File: config.mk
export PLATFORM = sky130hd
export DESIGN_NAME = fetch_stage
export DESIGN_NICKNAME = d
export VERILOG_FILES = /design/src/rtl/mips_pkg.sv /design/src/rtl/fetch_pc_gen.sv /design/src/rtl/fetch_stage.sv
export SDC_FILE = /design/constraint.sdc
export NUM_CORES = 1
export LEC_CHECK = 0
export ABC_AREA = 0
export CORE_ASPECT_RATIO = 0.5
export CORE_MARGIN = 1.5
export CORE_UTILIZATION = 43
export DETAILED_ROUTE_END_ITERATION = 8
export PLACE_DENSITY = 0.81
export SETUP_SLACK_MARGIN = 0.15
export SYNTH_ARGS = -nofsm -noshare
export SYNTH_HDL_FRONTEND = slang
export SYNTH_SLANG_ARGS = --single-unit
File: constraint.sdc
create_clock -name clk -period 3.32 [get_ports clk]
set_input_delay 0.332 -clock clk [delete_from_list [all_inputs] [get_ports clk]]
set_output_delay 0.332 -clock clk [all_outputs]
set_load 0.02 [all_outputs]
File: src/rtl/mips_pkg.sv
// Shared constants and types for the MIPS instruction-fetch stage.
// Kept small so decode/execute can import the same encodings.
package mips_pkg;

    localparam int PC_W    = 32;
    localparam int INSTR_W = 32;
    localparam int PC_STEP = 4;

    localparam logic [INSTR_W-1:0] HALT_WORD = 32'hFC00_0000;
    localparam logic [INSTR_W-1:0] NOP_WORD  = 32'h0000_0000;

    typedef enum logic [1:0] {
        BOOT = 2'd0,
        RUN  = 2'd1,
        HALT = 2'd2
    } fetch_state_t;

endpackage

File: src/rtl/fetch_pc_gen.sv
// Program-counter register and next-PC selection for the fetch stage.
// Priority outside BOOT: redirect > stall > halt hold > sequential PC+4.
module fetch_pc_gen
    import mips_pkg::*;
#(
    parameter int PC_W = mips_pkg::PC_W
) (
    input  logic              clk,
    input  logic              rst_n,
    input  fetch_state_t      state_i,
    input  logic [PC_W-1:0]   pc_init_i,
    input  logic              stall_i,
    input  logic              redirect_i,
    input  logic [PC_W-1:0]   redirect_pc_i,
    input  logic              halt_hit_i,
    output logic [PC_W-1:0]   pc_o,
    output logic [PC_W-1:0]   pc_plus4_o
);

    localparam logic [PC_W-1:0] ALIGN_MASK = ~PC_W'(3);
    localparam logic [PC_W-1:0] STEP       = PC_W'(PC_STEP);

    logic [PC_W-1:0] pc_p0;
    logic [PC_W-1:0] pc_nxt;

    // Wraps naturally modulo 2^PC_W.
    assign pc_plus4_o = pc_p0 + STEP;
    assign pc_o       = pc_p0;

    always_comb begin
        pc_nxt = pc_p0;
        if (state_i == BOOT) begin
            pc_nxt = pc_init_i & ALIGN_MASK;
        end else if (redirect_i) begin
            pc_nxt = redirect_pc_i & ALIGN_MASK;
        end else if (stall_i) begin
            pc_nxt = pc_p0;
        end else if (state_i == HALT || halt_hit_i) begin
            pc_nxt = pc_p0;
        end else begin
            pc_nxt = pc_plus4_o;
        end
    end

    // --- PC register (stage 0 boundary) ---
    always_ff @(posedge clk or negedge rst_n) begin
        if (!rst_n) begin
            pc_p0 <= '0;
        end else begin
            pc_p0 <= pc_nxt;
        end
    end

endmodule

File: src/rtl/fetch_stage.sv
// IF stage: boot/run/halt control, PC generation and the IF/ID pipeline register.
// The HALT word itself enters IF/ID as a valid instruction; fetch then freezes until a redirect.
module fetch_stage
    import mips_pkg::*;
#(
    parameter int                        PC_W      = mips_pkg::PC_W,
    parameter int                        INSTR_W   = mips_pkg::INSTR_W,
    parameter logic [INSTR_W-1:0]        HALT_WORD = mips_pkg::HALT_WORD,
    parameter logic [INSTR_W-1:0]        NOP_WORD  = mips_pkg::NOP_WORD
) (
    input  logic                clk,
    input  logic                rst_n,
    input  logic [PC_W-1:0]     pc_init,
    input  logic                stall_i,
    input  logic                flush_i,
    input  logic                redirect_i,
    input  logic [PC_W-1:0]     redirect_pc_i,
    output logic [PC_W-1:0]     imem_addr_o,
    input  logic [INSTR_W-1:0]  imem_rdata_i,
    output logic [PC_W-1:0]     program_counter,
    output logic [INSTR_W-1:0]  ifid_instr_o,
    output logic [PC_W-1:0]     ifid_pc_o,
    output logic [PC_W-1:0]     ifid_pc4_o,
    output logic                ifid_valid_o,
    output logic                halted_o
);

    fetch_state_t       state_q;
    fetch_state_t       state_nxt;
    logic               halt_hit;
    logic [PC_W-1:0]    pc_plus4;

    logic [INSTR_W-1:0] instr_p1, instr_nxt;
    logic [PC_W-1:0]    pc_p1, pc_nxt;
    logic [PC_W-1:0]    pc4_p1, pc4_nxt;
    logic               vld_p1, vld_nxt;
    logic               halted_q;

    // Only a clean fetch of the halt word stops the machine; a redirected or squashed one is wrong-path.
    assign halt_hit = (state_q == RUN) && (imem_rdata_i == HALT_WORD)
                      && !redirect_i && !flush_i && !stall_i;

    fetch_pc_gen #(
        .PC_W (PC_W)
    ) u_pc_gen (
        .clk           (clk),
        .rst_n         (rst_n),
        .state_i       (state_q),
        .pc_init_i     (pc_init),
        .stall_i       (stall_i),
        .redirect_i    (redirect_i),
        .redirect_pc_i (redirect_pc_i),
        .halt_hit_i    (halt_hit),
        .pc_o          (program_counter),
        .pc_plus4_o    (pc_plus4)
    );

    assign imem_addr_o = program_counter;

    always_comb begin
        state_nxt = state_q;
        case (state_q)
            BOOT:    state_nxt = RUN;
            RUN:     if (halt_hit)   state_nxt = HALT;
            HALT:    if (redirect_i) state_nxt = RUN;
            default: state_nxt = BOOT;
        endcase
    end

    always_comb begin
        instr_nxt = instr_p1;
        pc_nxt    = pc_p1;
        pc4_nxt   = pc4_p1;
        vld_nxt   = vld_p1;
        if (state_q == BOOT) begin
            instr_nxt = NOP_WORD;
            vld_nxt   = 1'b0;
        end else if (flush_i || redirect_i) begin
            instr_nxt = NOP_WORD;
            vld_nxt   = 1'b0;
        end else if (stall_i) begin
            instr_nxt = instr_p1;
        end else if (state_q == HALT) begin
            instr_nxt = NOP_WORD;
            vld_nxt   = 1'b0;
        end else begin
            instr_nxt = imem_rdata_i;
            pc_nxt    = program_counter;
            pc4_nxt   = pc_plus4;
            vld_nxt   = 1'b1;
        end
    end

    always_ff @(posedge clk or negedge rst_n) begin
        if (!rst_n) begin
            state_q  <= BOOT;
            halted_q <= 1'b0;
        end else begin
            state_q  <= state_nxt;
            halted_q <= (state_nxt == HALT);
        end
    end

    // --- IF/ID register (stage 1 boundary) ---
    always_ff @(posedge clk or negedge rst_n) begin
        if (!rst_n) begin
            instr_p1 <= NOP_WORD;
            pc_p1    <= '0;
            pc4_p1   <= '0;
            vld_p1   <= 1'b0;
        end else begin
            instr_p1 <= instr_nxt;
            pc_p1    <= pc_nxt;
            pc4_p1   <= pc4_nxt;
            vld_p1   <= vld_nxt;
        end
    end

    assign ifid_instr_o = instr_p1;
    assign ifid_pc_o    = pc_p1;
    assign ifid_pc4_o   = pc4_p1;
    assign ifid_valid_o = vld_p1;
    assign halted_o     = halted_q;

endmodule

==> results of run 1 <==
routing by layer:
metal | vias up | track usage (%)
li1 | 2561 | -
met1 | 2821 | 30.9
met4 | 0 | 10.4
met2 | 235 | 43.2
met3 | 34 | 5.16
met5 | - | 0
kinds of logic after synthesis:
logic type | synth area share, %
adders and majority gates | 0.201
other | 0.0602
buffers and inverters | 7.41
xor gates and xnor gates | 4.22
and+or+nand+nor | 14.3
AOI/OAI and AO/OA | 17.3
muxes | 5.92
DFF | 50.6
sequential cells by signal, indices dropped and copies added (netlist names):
signal / flops
halted_o: 1
ifid_instr_o: 32
ifid_pc4_o: 30
ifid_pc_o: 30
ifid_valid_o: 1
state_q: 2
u_pc_gen.pc_o: 30
cell type report:
cell class	count	area [um^2]	area share (%)
timing repair buffer	261	2620	28.2
clock buffer	17	425	4.57
clock inverter	15	188	2.01
sequential	126	3150	33.8
tap	192	240	2.58
inverter	7	26.3	0.282
multi-input combinational	403	2660	28.6
worst paths after layout:
check	cells past startpoint	to	slack (ns)
min reg2reg	2	ifid_instr_o[28]$_DFFE_PN0P_	0.48
max reg2reg	6	u_pc_gen.pc_o[27]$_DFFE_PN0P_	0.73
max	8	u_pc_gen.pc_o[15]$_DFFE_PN0P_	0.73
min in group asynchronous	2	ifid_instr_o[15]$_DFFE_PN0P_	0.52
min	2	ifid_instr_o[28]$_DFFE_PN0P_	0.48
max in group asynchronous	3	u_pc_gen.pc_o[27]$_DFFE_PN0P_	1.94
cell usage in the layout (no fill, tap or decap), drive strengths merged, types with 3 or more instances in the layout:
cell	Yosys	layout
clkdlybuf4s50	0	249
dfrtp	126	126
nor2	59	59
a21oi	50	50
nand2	41	41
mux2	31	31
a22o	31	31
nand3	19	19
xnor2	17	17
o21ai	17	17
clkbuf	33	17
xor2	13	13
o211ai	12	12
a211oi	12	12
nor4	12	12
buf	44	11
and3	10	10
a31oi	10	10
conb	1	8
inv	6	8
clkinv	1	8
nand4	7	7
nand2b	7	7
a221o	5	5
a22oi	5	5
and4	3	3
nor3	3	3
o22ai	3	3
a21o	3	3
or3	3	3
bufinv	0	3
clkinvlp	0	3
or4	3	3
critical path, delay by kind of cell:
kind	cells	cell delay (ns)
and+or+nand+nor	3	1.12
AOI/OAI and AO/OA	3	0.79
buffers and inverters	2	0.64
stage by stage:
stage                     hold WS (ns)  cell area [um^2]
after floorplan                 0.0364              6260
after global placement           0.419              8690
after detailed placement         0.430              8690
after CTS                        0.482              9320
after global routing             0.508              9320
final                            0.477              9320
power by group:
group          internal (uW)  leakage (uW)  switching [uW]
combinational            829       0.00198             819
clock                   1190      0.000290             732
sequential              1780       0.00150             223
total                   3800       0.00377            1770
==> results.md, run 1 <==
* Met2 routed WL at 9400 um
* Routed WL at 18800 um
* Setup Fix Bufs, Post-CTS at 0
* Fraction of the core area covered by cells at the end of the flow at 67.3%
* Post-synth top area share at 50.6%
* Antenna Diode Count at 0
* Mapped cell area at 0.00623 mm^2
* Number of top-level pins at 263
* Final number of hold-violating endpoints at 0
* Antenna Nets Post-Route at 0
* Max-cap check violation count at 0
* Number of vias per cell after detailed routing at 5.53
* Cell with the biggest individual delay on the critical path: nor4_1
* Count leader, synth: dfrtp_1
* Synthesized area per cell at 10.3 um^2
* Layout Cells excl Fill at 1021
* Count of synthesis-stage warnings from yosys at 0
* Clk sinks at 126
* Crit-path max cell delay at 0.44 ns
* Setup WS pre-CTS at 0.332 ns
* Number of resized instances in the post-cts repair step at 0
* Setup repair after global routing missed its margin: false
* Die area at 0.0153 mm^2
* Startpoint types: input port
* Final net count at 918
* Total vias in the final route at 5651
* Worst min path class: flop to flop
* Fraction of registers with async set/reset at 100%
* Worst-Margin Slew at 0.745 ns
* P per Cell Area at 598 mW/mm^2
* Number of port buffers at 250
* Setup violations, final at 0
* Number of buffers inserted during clock tree synthesis at 17
* Routability cong. at 0.793
* Post-placement cell count at 988
* Antenna violations before repair at 0
* Gate Count Post-Synth at 606
* CP Max Fanout at 18
* Residual overflow from global routing at 0
* FP Rows at 30
* DRC errors left at 0
* Die X at 173 um
* Outcome: finished, final reports clean
* P&R area growth vs syn at 49.5%
* Peak ir drop on the vdd network at 0.406 mV
* Wire length on met1 at 7940 um
* Leading post-synthesis cells by instance count: dfrtp_1, nor2_1, a21oi_1
* Type of the worst setup path: input port to flop
* Number of different library cells in the post-synthesis netlist at 53
* DPL Wire Length at 13100 um
* Maximum number of pins on one net before global-route repair at 120
* Clock root buffer: clkbuf_16
* Count of flip-flops with a built-in enable after synthesis at 0
* Routed length on met3 at 1060 um
* Critical register-to-register path startpoint: u_pc_gen.pc_o[5]$_DFFE_PN0P_
* Reg clk slew, reported paths at 0.06 ns
* Sequential fraction of the synthesis area at 50.6%
* Hold path startpoint: ifid_instr_o[28]$_DFFE_PN0P_
* Initial Utilization at 45.0%
* Core outline area at 0.0139 mm^2
* Top area cells in the synthesized netlist: dfrtp_1, mux2_2, buf_4, a22o_1, a21oi_1
* Later-pin clock latency in the skew report at 0.41 ns
* Chain of cells forming the critical path: clkdlybuf4s50_1 -> nor4_1 -> nand4_1 -> o311ai_4 -> and2_1 -> buf_12 -> a211oi_1 -> a221o_1
* Share of final-layout standard cells stronger than drive strength 1 at 10.7%
* Number of fill cells at 1031
* WP data required at 3.61 ns
* Sort of element at the end of the critical path: flop
* Highest Signal Layer: met4
* Clock tree from TritonCTS: yes
* Max Freq at 385 MHz
* Setup slack after layout at 0.725 ns
* Final setup skew at 0.00789 ns
* Top cell type by total area after synthesis: dfrtp_1
* Shortest clock period the worst path allows after layout at 2.59 ns
* Iteration-0 DRC Markers at 357
* Most used DFF post-synth: dfrtp_1
* Leakage at 0.00377 uW
* Final total negative setup slack at 0 ns
* Final Total Pwr at 5570 uW
* Number of global-route vias before repair at 5585
* Max-slew violation total from the final report at 0
* Drt pass-1 iters at 5
* Launch point of the critical path: imem_rdata_i[22]
* Count of H-tree levels built during CTS at 4
* Wire length of the first global-routing pass at 29400 um
* Seq cells post-synth at 126
* Die height at 88.1 um
* # hold bufs at CTS at 1
* Arrival time at the worst endpoint at 2.88 ns
* Number of buffers on the longest clock path at 2
* Final clock period utilization by the worst path at 78.1%
* Post-detailed-route wirelength per cell at 18.4 um
* Max transition margin at 49.9%
* Total routing resource utilization after global routing at 24.8%
Note: power is estimated with default switching activity, not from simulation.
==> run 2: changes to the inputs <==
CORE_UTILIZATION = 39   (was 43)
PLACE_DENSITY = 0.77   (was 0.81)
clock period = 2.1 ns   (was 3.32 ns; I/O delays follow)
==> results.md, run 2 (same netlist as run 1, synthesis figures left out) <==
* Total routing resource utilization after global routing at 25.0%
* Most frequent standard cell in the layout excluding fill and tap cells: clkdlybuf4s50_1
* DPL Wire Length at 14300 um
* Sort of element at the end of the critical path: flop
* Peak ir drop on the vdd network at 0.656 mV
* Instance area at placement at 0.00928 mm^2
* CP Max Fanout at 7
* Area taken by multi-input logic gates at 0.00283 mm^2
* P&R area growth vs syn at 63.3%
* P per Cell Area at 880 mW/mm^2
* Max-cap check violation count at 0
* Number of fill cells at 1174
* Flop2flop setup slack at -0.05 ns
* Final number of hold-violating endpoints at 0
* Final setup skew at 0.00741 ns
* Sequential cell area at 0.00317 mm^2
* Crit-path max cell delay at 0.41 ns
* Type of the worst setup path: flop to flop
* Count of H-tree levels built during CTS at 4
* Number of buffers inserted during clock tree synthesis at 17
* Number of global-route vias before repair at 6273
* Maximum number of pins on one net before global-route repair at 82
* Flip-flop count of the largest register, all copies and words added at 32
* Startpoint types: flop
* DRC errors left at 0
* Max-slew violation total from the final report at 0
* Initial Utilization at 40.2%
* Clk sinks at 126
* Max Freq at 465 MHz
* Wire length of the first global-routing pass at 32800 um
* Antenna Diode Count at 0
* Reg clk slew, reported paths at 0.07 ns
* Final clock period utilization by the worst path at 102%
* Shortest clock period the worst path allows after layout at 2.15 ns
* Number of port buffers at 250
* Die height at 92.4 um
* Violated checks: negative setup slack
* Worst min path class: input port to async pin
* Arrival time at the worst endpoint at 2.45 ns
* Setup slack after layout at -0.0525 ns
* Cell with the biggest individual delay on the critical path: dfrtp_1
* Iteration-0 DRC Markers at 327
* Fraction of the core area covered by cells at the end of the flow at 65.7%
* Clock tree from TritonCTS: yes
* Antenna Nets Post-Route at 0
* Setup violations, final at 5
* Core outline area at 0.0155 mm^2
* Die area at 0.0168 mm^2
* Final net count at 996
* Number of buffers on the longest clock path at 2
* Most frequent cells in the layout: clkdlybuf4s50_1, dfrtp_1, buf_4, nor2_1, a21oi_1
* Later-pin clock latency in the skew report at 0.42 ns
* Routability cong. at 0.859
* Routed WL at 20700 um
* Worst r2r path cells at 7
* Number of top-level pins at 263
* Worst r2r dst: u_pc_gen.pc_o[15]$_DFFE_PN0P_
* WP data required at 2.40 ns
* Critical register-to-register path startpoint: state_q[1]$_DFF_PN0_
* Die X at 182 um
* Share of final-layout standard cells stronger than drive strength 1 at 23.0%
* Outcome: finished, violations left
* Top Family by Delay on Critical Path: simple AND/OR/NAND/NOR gates
* Post-detailed-route wirelength per cell at 18.7 um
* FP Rows at 32
* Non-Filler Cell Area, Final at 0.0102 mm^2
* Total vias in the final route at 5989
* Residual overflow from global routing at 0
* Clock root buffer: clkbuf_16
* Buffering stage count on the worst path with inverters included at 1
* Drt pass-1 iters at 6
* Number of vias per cell after detailed routing at 5.39
* Final Total Pwr at 8960 uW
* Antenna violations before repair at 0
* Setup repair after global routing missed its margin: true
* Leakage at 0.00421 uW
* Worst-Margin Slew at 0.577 ns
* Chain of cells forming the critical path: nor4b_2 -> nand4_1 -> o311ai_4 -> and2_4 -> buf_12 -> a211oi_2 -> a221o_1
* Max transition margin at 61.6%
* Setup WS pre-CTS at -0.417 ns
[run 2: cell count changes in the layout (fill, tap and decap cells not counted), sizes merged]
cell / previous run / this run
inv: 8 / 13
clkinv: 8 / 5
buf: 11 / 89
bufinv: 3 / 1
[run 2: layout make-up]
cell class	instances	share of cell area, %
Tap cell	204	2.51
Timing Repair Buffer	339	32.6
Inverter	7	0.258
Sequential cell	126	31.1
Clock inverter	15	1.51
Multi-Input combinational cell	403	27.8
Clock buffer	17	4.18
[run 2: how the worst max path moves through the flow]
stage / cells past startpoint / slack [ns] / end / start
3_5_place_dp: 9 / -0.42 / u_pc_gen.pc_o[31]$_DFFE_PN0P_ / imem_rdata_i[22]
3_3_place_gp: 9 / -0.31 / u_pc_gen.pc_o[31]$_DFFE_PN0P_ / imem_rdata_i[22]
5_1_grt: 7 / -0.11 / u_pc_gen.pc_o[15]$_DFFE_PN0P_ / state_q[1]$_DFF_PN0_
6_report: 7 / -0.05 / u_pc_gen.pc_o[15]$_DFFE_PN0P_ / state_q[1]$_DFF_PN0_
2_1_floorplan: 6 / -0.11 / u_pc_gen.pc_o[27]$_DFFE_PN0P_ / u_pc_gen.pc_o[10]$_DFFE_PN0P_
4_1_cts: 7 / -0.04 / u_pc_gen.pc_o[29]$_DFFE_PN0P_ / u_pc_gen.pc_o[7]$_DFFE_PN0P_
[run 2: routing by layer]
| metal | vias up | part of all wire [%] | global-route usage [%] |
|---|---|---|---|
| li1 | 2730 | - | - |
| met1 | 2976 | 41 | 29.7 |
| met2 | 241 | 51 | 43.9 |
| met3 | 42 | 5.7 | 4.99 |
| met4 | 0 | 2.7 | 11.6 |
| met5 | - | 0 | 0 |
[run 2: timing repair]
| action | CTS | global route |
|---|---|---|
| endpoints found under the hold margin | 38 | 0 |
| endpoints found under the setup margin | 34 | 38 |
| gates resized for setup | 26 | 21 |
| cloned | 1 | 0 |
| pin swaps | 16 | 9 |
| setup buffers | 8 | 3 |
| hold buffers | 1 | 0 |
[run 2: per-stage QoR]
step                      hold WS, ns  instances  setup TNS, ns
after floorplan               -0.0856        613         -0.196
final                           0.332       1111         -0.121
after global placement          0.244       1066          -7.21
after global routing            0.383       1111          -1.79
after detailed placement        0.242       1066         -11.00
after CTS                       0.341       1108         -0.119
[run 2: power by group]
part | leakage, uW | switching (uW) | internal, uW
sequential | 0.00149 | 229 | 2820
combinational | 0.00244 | 1510 | 1490
clock | 0.000275 | 1240 | 1670
total | 0.00421 | 2980 | 5980
